$ cat src/rtl/instr_fetch.sv
// Instruction fetch stage: requests one word at pc, holds it for decode,
// then advances to pc+4 or a branch target. A misaligned target parks the
// stage in a sticky fault state until reset.
module instr_fetch #(
  parameter logic [31:0] RESET_PC = 32'h0000_0000
) (
  input  logic        clk,
  input  logic        reset,
  output logic        imem_req,
  output logic [31:0] imem_addr,
  input  logic        imem_ready,
  input  logic [31:0] imem_rdata,
  output logic        instr_valid,
  input  logic        instr_ready,
  input  logic        PCSrc,
  input  logic [31:0] PCTarget,
  output logic [31:0] instr,
  output logic [6:0]  op,
  output logic [2:0]  funct3,
  output logic        funct7_5,
  output logic [4:0]  rd,
  output logic [4:0]  rs1,
  output logic [4:0]  rs2,
  output logic [31:0] pc,
  output logic [31:0] pc_plus4,
  output logic        fault
);

  localparam logic [31:0] NOP_INSTR = 32'h0000_0013;

  typedef enum logic [1:0] {
    IDLE  = 2'd0,
    FETCH = 2'd1,
    VALID = 2'd2,
    FAULT = 2'd3
  } state_t;

  state_t      state;
  logic [31:0] next_pc;

  // Sequential address, wraps modulo 2^32
  assign pc_plus4  = pc + 32'd4;
  assign imem_addr = pc;

  // Candidate address on retire; only consumed in VALID with instr_ready
  assign next_pc = PCSrc ? PCTarget : pc_plus4;

  // Decode-field slices of the held instruction
  assign op       = instr[6:0];
  assign funct3   = instr[14:12];
  assign funct7_5 = instr[30];
  assign rd       = instr[11:7];
  assign rs1      = instr[19:15];
  assign rs2      = instr[24:20];

  // Fetch FSM with registered request/valid/fault outputs
  always_ff @(posedge clk or posedge reset) begin
    if (reset) begin
      state       <= IDLE;
      pc          <= RESET_PC;
      instr       <= NOP_INSTR;
      imem_req    <= 1'b0;
      instr_valid <= 1'b0;
      fault       <= 1'b0;
    end else begin
      case (state)
        IDLE: begin
          state    <= FETCH;
          imem_req <= 1'b1;
        end
        FETCH: begin
          if (imem_ready) begin
            instr       <= imem_rdata;
            state       <= VALID;
            imem_req    <= 1'b0;
            instr_valid <= 1'b1;
          end
        end
        VALID: begin
          if (instr_ready) begin
            instr_valid <= 1'b0;
            if (next_pc[1:0] == 2'b00) begin
              pc       <= next_pc;
              state    <= FETCH;
              imem_req <= 1'b1;
            end else begin
              // Misaligned target: keep pc pointing at the offending branch
              state <= FAULT;
              fault <= 1'b1;
            end
          end
        end
        FAULT: begin
          state <= FAULT;
        end
        default: begin
          state <= IDLE;
        end
      endcase
    end
  end

endmodule

$ cat config.mk
export PLATFORM = sky130hd
export DESIGN_NAME = instr_fetch
export DESIGN_NICKNAME = d
export VERILOG_FILES = /design/src/rtl/instr_fetch.sv
export SDC_FILE = /design/constraint.sdc
export NUM_CORES = 1
export LEC_CHECK = 0
export CAP_MARGIN = 5
export CELL_PAD_IN_SITES_DETAIL_PLACEMENT = 1
export CELL_PAD_IN_SITES_GLOBAL_PLACEMENT = 2
export CORE_ASPECT_RATIO = 1.2
export CORE_MARGIN = 10
export CORE_UTILIZATION = 24
export CTS_CLUSTER_DIAMETER = 40
export DETAILED_ROUTE_END_ITERATION = 10
export GPL_TIMING_DRIVEN = 0
export PLACE_DENSITY = 0.84
export SLEW_MARGIN = 25
export SYNTH_ARGS = -nofsm -noshare
export SYNTH_HDL_FRONTEND = slang
export SYNTH_SLANG_ARGS = --single-unit
export TNS_END_PERCENT = 5
$ cat constraint.sdc
create_clock -name clk -period 4 [get_ports clk]
set_clock_uncertainty 0.15 [all_clocks]
set_input_delay 0.8 -clock clk [delete_from_list [all_inputs] [get_ports clk]]
set_output_delay 0.8 -clock clk [all_outputs]
set_load 0.02 [all_outputs]
After elaboration in Yosys (flattened, before gate mapping)
Cells that the tools add are included.
Cells by class
  add/subtract/negate cells: 1
  equality and inequality tests: 6
  mux-type cells: 12
  bitwise gates (word level): 1
  reduce and logical (&&, ||, !) cells: 10
Operator list (number)
  $add A32 B3 Y32 const B: 1
  $mux W32: 1
  $reduce_and A3 Y1: 3
  $pmux W2 S4: 1
  $mux W2: 3
  $ne A2 B2 Y1 const B: 3
  $mux W1: 5
  $eq A2 B2 Y1 const B: 2
  $logic_not A2 Y1: 2
  $reduce_and A2 Y1: 2
  $reduce_and A4 Y1: 1
  $pmux W1 S3: 1
  $reduce_bool A3 Y1: 1
  $eq A2 B1 Y1 const B: 1
  $pmux W1 S2: 1
  $reduce_bool A2 Y1: 1
  $not A1 Y1: 1
Storage, ports and cells
  register bits: 69
  input bits: 69
  output and inout port bits: 157
  logic and storage cells: 36

Depth between registers and ports, before layout
Gate-level depths: netlist (run 1).
  depth after elaboration: 6
  depth in mapped cells: 6

Worst setup path before layout (run 1)
No wires, ideal clock.
  path kind: register -> output
  from: register pc[2] (netlist: imem_addr[2])
  to: output port pc_plus4[20]
  arrival time: 2.250 ns
  data required time: 3.050 ns
  path slack: 0.800 ns
  cell stages (with the launch flop): 7
  cells stage by stage: dfrtp_1 -> ha_1 -> nand3_1 -> clkbuf_1 -> nor4_2 -> nand2_1 -> xnor2_1
On the way
  word-level cells in the longest chain between the ends: 1
Ends and longest elaborated chain
  start, declared: line 24  | output logic [31:0] pc,
  start signal, assigned: line 83  | pc <= next_pc;
  $add A32 B3 Y32: line 42  | assign pc_plus4 = pc + 32'd4;
  end, declared: line 25  | output logic [31:0] pc_plus4,
No other way between the ends.

Worst setup path after layout (run 1)
  from: register pc[4] (netlist: imem_addr[4])
  to: output port pc_plus4[21]
The elaborated chain is that of the path after synthesis.

==> out/qor.yml, run 1 <==
timing.rr.start: "imem_addr[0]$_DFFE_PP0P_"
synth-async-reset-ratio_pct: 100
grt_pass1_vias: 4803
num_rows: 54
synth_area_leaders: "dfrtp_1 38%, mux2_2 11%, buf_4 10%"
synth_top_area_share_pct: 37.7
clk_pin_slew_worst_paths_ns: 0.06
end_kind: "output port"
synth_seq_cells: 69
p_switching_uw: 933
syn_area_um2: 4380
wl_per_cell_um: 20.2
cts.sinks: 69
crit_family: "buffers and inverters"
hold_viol: 0
endpoint: "pc_plus4[21]"
drc_errors: 0
critical_path_buf_inv_count: 3
htree_levels: 3
place.gp.congestion: 0.837
period_needed_ns: 3.96
timing.fmax_mhz: 253
cp.required_ns: 3.05
relSlewSlack_pct: 46.5
die-area_um2: 24100
powerDensity_nw_per_um2: 375
cts-hold-fix-buffers: 0
grt_max_degree: 39
port_buffers: 225
clkPwrFrac_pct: 27.8
crit_chain: "buf_2, nand4_1, clkbuf_1, nor4_2, nand4_1, xnor2_1, clkdlybuf4s50_1"
final_cell_mix: "220 x clkdlybuf4s50_1, 64 x dfrtp_1, 60 x buf_4, 43 x mux2_2, 34 x nand2_1"
critPathKind: "flop to output port"
crit_fanout: 10
intPower_mw: 1.80
dr.pass1.iters: 4
ir_drop_mv: 0.176
outcome: "complete, no violations"
area_growth_pct: 66.1
gr-usage-met2_pct: 27.1
maxSlewViolCount: 0
seqPwrFrac_pct: 32.8
crit_cells: 7
grt.met3_usage_pct: 5.54
maxCapViolCount: 0
synth_nets: 532
die_w_um: 143
grt_use_met1_pct: 16.2
synth_edf_count: 0
drt_iter0_drc: 168
synth_seq_area_share_pct: 39.5
synth_cell_types: 46
cts-root-buf: "clkbuf_16"
wl_um: 18800
syn_inst: 462
ios: 226
clkLatencyLatePin_ns: 0.33
cts_buffer_depth: 2
layout_commonest_cell: "clkdlybuf4s50_1"
dpl-instance-area_um2: 6940
worstPathArrival_ns: 3.01
crit_top_cell: "nand4_1"
reg2reg_slack_ns: 1.35
place_hpwl_um: 15200
crit_start: "imem_addr[4]$_DFFE_PP0P_"
setup_viol: 0
p_total_mw: 2.73
swShare_pct: 34.1
final_layout_size_suffix_gt1_share_pct: 20.9
antenna_found_initial: 0
hp-start: "fault$_DFFE_PP0P_"
layout.nets: 769
via_per_inst: 4.69
pwr-share-comb_pct: 39.4
start_kind: "flop"
finalInstanceArea_um2: 7280
yosys_warnings: 0
rr_worst_depth: 5
core_area_um2: 18000
cp_slowest_stage_delay_ns: 0.64
track_usage_pct: 15.1
synth_top_area_cell: "dfrtp_1"
cts_tree: "done"
grt.busiest_layer: "met2"
vias: 4355
syn_area_per_cell_um2: 9.49
synth_flop_cell: "dfrtp_1"
die_height_um: 168
cts_buffers: 9
crit_slowest_cell: "clkdlybuf4s50_1"
diodes: 0
grt_overflow: 0
ant_nets: 0
start_util_pct: 24.3
fill_cells: 2071
r2r_end: "imem_addr[14]$_DFFE_PP0P_"
tightest_slew_ns: 0.801
p_leak_nw: 3.02
fin_crit_sh_pct: 99.0
grt_pass1_wl_um: 28700
hold_class: "flop to flop"
grt_setup_unrepaired: "true"
postCtsSetupBuffers: 0
## sequential cells by signal, summed over array words and instances (netlist names)
signal and count:
state 2, imem_addr 32, instr 32, fault 1, instr_valid 1, imem_req 1
## worst register-to-register path, delay by kind of cell, from the launching register on
family          cells  cell delay (ns)
buf+inv             2             1.05
compound gates      2             0.78
flops               1             0.41
simple gates        1             0.12
## power groups by stage
stage / sequential, mW / combinational [mW] / clock (mW)
detailed placement: 0.911 / 1.09 / 0
finish: 0.897 / 1.08 / 0.759
CTS: 0.899 / 1.09 / 0.785
floorplan: 1.00 / 0.421 / 0
global placement: 0.901 / 1.07 / 0
global route: 0.913 / 1.14 / 0.820
## cell families (layout without fill, tap and decap cells)
kind of cell	count (synthesis)	count (layout)	synth area share, %
xor+xnor	26	26	5.20
fa+ha+maj	1	1	0.285
flops	69	69	39.5
buf+inv	106	348	14.4
simple gates	135	135	16.2
mux	46	46	11.7
compound gates	79	79	12.6
## routing by layer
| layer | vias to the layer above | part of all wire [%] |
|---|---|---|
| li1 | 2049 | - |
| met1 | 2123 | 39 |
| met2 | 171 | 51 |
| met3 | 12 | 9.6 |
| met4 | 0 | 0.85 |
| met5 | - | 0 |
## metrics by stage
| step | setup slack [ns] | utilization, % | TNS (ns) | hold WS (ns) | cells |
|---|---|---|---|---|---|
| after floorplan | 0.800 | - | 0 | 0.357 | 462 |
| after global placement | -0.177 | 38.3 | -4.50 | 0.301 | 911 |
| after detailed placement | -0.215 | 38.5 | -0.621 | 0.319 | 912 |
| after CTS | -0.0479 | 40.1 | -0.0834 | 0.334 | 928 |
| after global routing | -0.160 | 40.4 | -0.846 | 0.364 | 928 |
| final | 0.0417 | 40.4 | 0 | 0.332 | 928 |
## layout make-up
class	count	area [um^2]	share of cell area [%]
Clock buffer	10	229	3.14
Clock inverter	6	47.5	0.653
Multi-Input combinational cell	287	2080	28.5
Inverter	17	66.3	0.911
Sequential cell	69	1730	23.8
Timing Repair Buffer	226	2270	31.2
Tap cell	224	280	3.85
Buffer	89	576	7.90
## Yosys cell counts (all sizes together), types with 13 or more instances
cell type and number:
buf 72, clkbuf 17, dfrtp 66, inv 16
mux2 43, nand2 34, nor2 22, nor3 13
o21ai 22, xnor2 15
## how the worst min path moves through the flow
stage	endpoint	slack, ns	cells past startpoint
after floorplan	state[0]$_DFFE_PP0P_	0.36	1
after global placement	fault$_DFFE_PP0P_	0.30	2
after detailed placement	fault$_DFFE_PP0P_	0.32	2
after CTS	fault$_DFFE_PP0P_	0.33	2
after global routing	instr[31]$_DFFE_PP0P_	0.36	1
final	fault$_DFFE_PP0P_	0.33	2
## timing repair
item | CTS | global route
gates resized for setup | 10 | 10
pin swaps | 1 | 1
setup endpoints to repair | 8 | 12
No activity file was read; power rests on OpenSTA's default activity.
==> run 2, diff against run 1 <==
--- a/config.mk
+++ b/config.mk
@@ -5,13 +5,13 @@
 export SDC_FILE = /design/constraint.sdc
 export NUM_CORES = 1
 export LEC_CHECK = 0
-export CAP_MARGIN = 5
+export CAP_MARGIN = 20
 export CELL_PAD_IN_SITES_DETAIL_PLACEMENT = 1
 export CELL_PAD_IN_SITES_GLOBAL_PLACEMENT = 2
-export CORE_ASPECT_RATIO = 1.2
 export CORE_MARGIN = 10
 export CORE_UTILIZATION = 24
 export CTS_CLUSTER_DIAMETER = 40
+export CTS_CLUSTER_SIZE = 25
 export DETAILED_ROUTE_END_ITERATION = 10
 export GPL_TIMING_DRIVEN = 0
 export PLACE_DENSITY = 0.84
==> run 2 against run 1 <==
Net effect:
- worst setup slack improved by 0.013 ns
- routed wire length rose by 3.2%
- critical path type unchanged
- final area is 0.67% higher
- combinational power hardly changed
- highest routed layer unchanged
- fmax is 0.33% higher
- largest cell class unchanged
- register-to-register slack worse by 0.18 ns
- cell count rose by 0.75%
==> out/qor.yml, run 2 (synthesized netlist as in run 1, its figures left out) <==
fill_cells: 2019  # -2.5%
setup_viol: 0  # unchanged
powerDensity_nw_per_um2: 382  # +1.7%
crit_top_cell: "nand4_1"
dpl-instance-area_um2: 6940  # about the same
rr_worst_depth: 5  # unchanged
cts-root-buf: "clkbuf_16"
ir_drop_mv: 0.220  # +25%
endpoint: "pc_plus4[21]"
grt_setup_unrepaired: "true"
hold_viol: 0  # unchanged
core_area_um2: 18000  # -0.42%
crit_start: "imem_addr[5]$_DFFE_PP0P_"
fin_ws_ns: 0.0548  # +0.0132 ns
drt_iter0_drc: 168  # unchanged
p_leak_nw: 3.08  # +1.7%
clk_pin_slew_worst_paths_ns: 0.06  # about the same
port_buffers: 225  # unchanged
met2_length_um: 9190  # -4.1%
place.gp.congestion: 0.832  # -0.60%
track_usage_pct: 15.6  # +0.55 points
layout_commonest_cell: "clkdlybuf4s50_1"
antenna_found_initial: 0  # unchanged
final_layout_size_suffix_gt1_share_pct: 21.1  # +0.22 points
place_ws_ns: -0.267  # -0.0516 ns
wl_met3_um: 1860  # +3.4%
timing.rr.start: "imem_addr[0]$_DFFE_PP0P_"
area_growth_pct: 67.3
start_kind: "flop"
ios: 226  # unchanged
cts_tree: "done"
p_switching_uw: 925  # -0.83%
die-area_um2: 24100  # about the same
seqPwrFrac_pct: 32.2  # -0.6 points
reg2reg_slack_ns: 1.17  # -0.18 ns
die_height_um: 155  # -7.7%
outcome: "complete, no violations"
via_per_inst: 4.75  # +1.3%
drc_errors: 0  # unchanged
layout.nets: 771  # +0.26%
num_rows: 49  # -9.3%
cts.sinks: 69  # unchanged
cts_buffer_depth: 2  # unchanged
top_layer_used: "met4"
tightest_slew_ns: 0.854  # +0.0526 ns
crit_slowest_cell: "clkdlybuf4s50_1"
maxSlewViolCount: 0  # unchanged
end_kind: "output port"
cp_slowest_stage_delay_ns: 0.64  # about the same
grt_pass1_wl_um: 29600  # +3.3%
wl_per_cell_um: 20.7  # +2.4%
grt_max_degree: 36  # -7.7%
worstPathArrival_ns: 3.00  # about the same
grt_overflow: 0  # unchanged
crit_cells: 6  # -1
vias: 4443  # +2.0%
clkPwrFrac_pct: 29.3  # +1.5 points
start_util_pct: 24.4  # +0.10 points
dr.pass1.iters: 4  # unchanged
critical_path_buf_inv_count: 2  # -1
relSlewSlack_pct: 43.0  # -3.5 points
grt_pass1_vias: 4797  # -0.12%
stdcell_count: 935  # +0.75%
fin_crit_sh_pct: 98.6  # -0.33 points
crit_fanout: 10  # unchanged
cp.required_ns: 3.05  # about the same
period_needed_ns: 3.95  # -0.0132 ns
r2r_end: "imem_addr[11]$_DFFE_PP0P_"
pwr-share-comb_pct: 38.6  # -0.8 points
intPower_mw: 1.87  # +4.1%
clkLatencyLatePin_ns: 0.34  # about the same
wl_met1_um: 8200  # +13%
timing.fmax_mhz: 253  # +0.33%
cts_buffers: 9  # unchanged
place_hpwl_um: 15400  # +1.3%
finalInstanceArea_um2: 7330  # +0.67%
die_w_um: 155  # +8.2%
fin_util_pct: 40.8  # +0.44 points
final_cell_mix: "220 x clkdlybuf4s50_1, 64 x dfrtp_1, 62 x buf_4, 43 x mux2_2, 34 x nand2_1"
maxCapViolCount: 0  # unchanged
dp_cells: 917  # +0.55%
crit_family: "buffers and inverters"
diodes: 0  # unchanged
ant_nets: 0  # unchanged
htree_levels: 3  # unchanged
wl_um: 19400  # +3.2%
hold_class: "flop to flop"
crit_chain: "nand4_1, clkbuf_1, nor4_2, nand4_1, xnor2_1, clkdlybuf4s50_1"
critPathKind: "flop to output port"
swShare_pct: 33.1  # -1.1 points
run 2: cell count changes in the layout (fill, tap and decap cells not counted), moves of 2 or more:
cell,change
nor4_2,-3
dlymetal6s2s_1,+2
dlygate4sd2_1,-2
clkbuf_1,-2
inv_6,-2
buf_4,+2
nor4_1,+2
clkinv_2,+2
run 2: layout make-up:
cell class	instances	area (um^2)	area share, %
sequential	69	1730	23.6
timing repair buffer	228	2300	31.3
inverter	17	66.3	0.905
tap	229	287	3.91
multi-input combinational	287	2070	28.3
clock inverter	6	62.6	0.853
buffer	89	574	7.83
clock buffer	10	239	3.26
run 2: stage by stage:
| stage | power (mW) | hold WS, ns | TNS (ns) |
|---|---|---|---|
| after floorplan | 1.42 | 0.357 | 0 |
| after global placement | 1.98 | 0.308 | -11.74 |
| after detailed placement | 2.00 | 0.321 | -0.758 |
| after CTS | 2.84 | 0.335 | -0.0736 |
| after global routing | 2.94 | 0.357 | -0.336 |
| final | 2.80 | 0.325 | 0 |
run 2: how the worst min path moves through the flow:
| stage | to | slack, ns | from | depth (start not counted) |
|---|---|---|---|---|
| after global routing | fault$_DFFE_PP0P_ | 0.36 | fault$_DFFE_PP0P_ | 2 |
| after global placement | fault$_DFFE_PP0P_ | 0.31 | fault$_DFFE_PP0P_ | 2 |
| after floorplan | state[0]$_DFFE_PP0P_ | 0.36 | state[0]$_DFFE_PP0P_ | 1 |
| after CTS | fault$_DFFE_PP0P_ | 0.34 | fault$_DFFE_PP0P_ | 2 |
| after detailed placement | fault$_DFFE_PP0P_ | 0.32 | fault$_DFFE_PP0P_ | 2 |
| final | fault$_DFFE_PP0P_ | 0.32 | fault$_DFFE_PP0P_ | 2 |
run 2: what timing repair did:
action,CTS,global route
pin swaps,1,2
buffers inserted,2,0
hold buffers,0,0
gates resized for setup,6,17
endpoints found under the setup margin,10,18
run 2: worst register-to-register path: cells and delay by family (launching register included):
family	cells	cell delay [ns]
AOI/OAI and AO/OA	2	0.83
and+or+nand+nor	1	0.15
DFF	1	0.49
buffers and inverters	2	1.07
run 2: power groups by stage:
| stage | clock [mW] | combinational, mW | sequential [mW] |
|---|---|---|---|
| 4_1_cts | 0.844 | 1.09 | 0.901 |
| 5_1_grt | 0.880 | 1.15 | 0.918 |
| 3_5_place_dp | 0 | 1.09 | 0.913 |
| 6_report | 0.820 | 1.08 | 0.900 |
| 2_1_floorplan | 0 | 0.421 | 1.00 |
| 3_3_place_gp | 0 | 1.07 | 0.904 |
run 2: metal layers:
metal	GRT usage [%]	up-vias
met3	6.75	9
met2	26.3	181
met5	0	-
met1	18.1	2194
li1	-	2059
met4	2.92	0
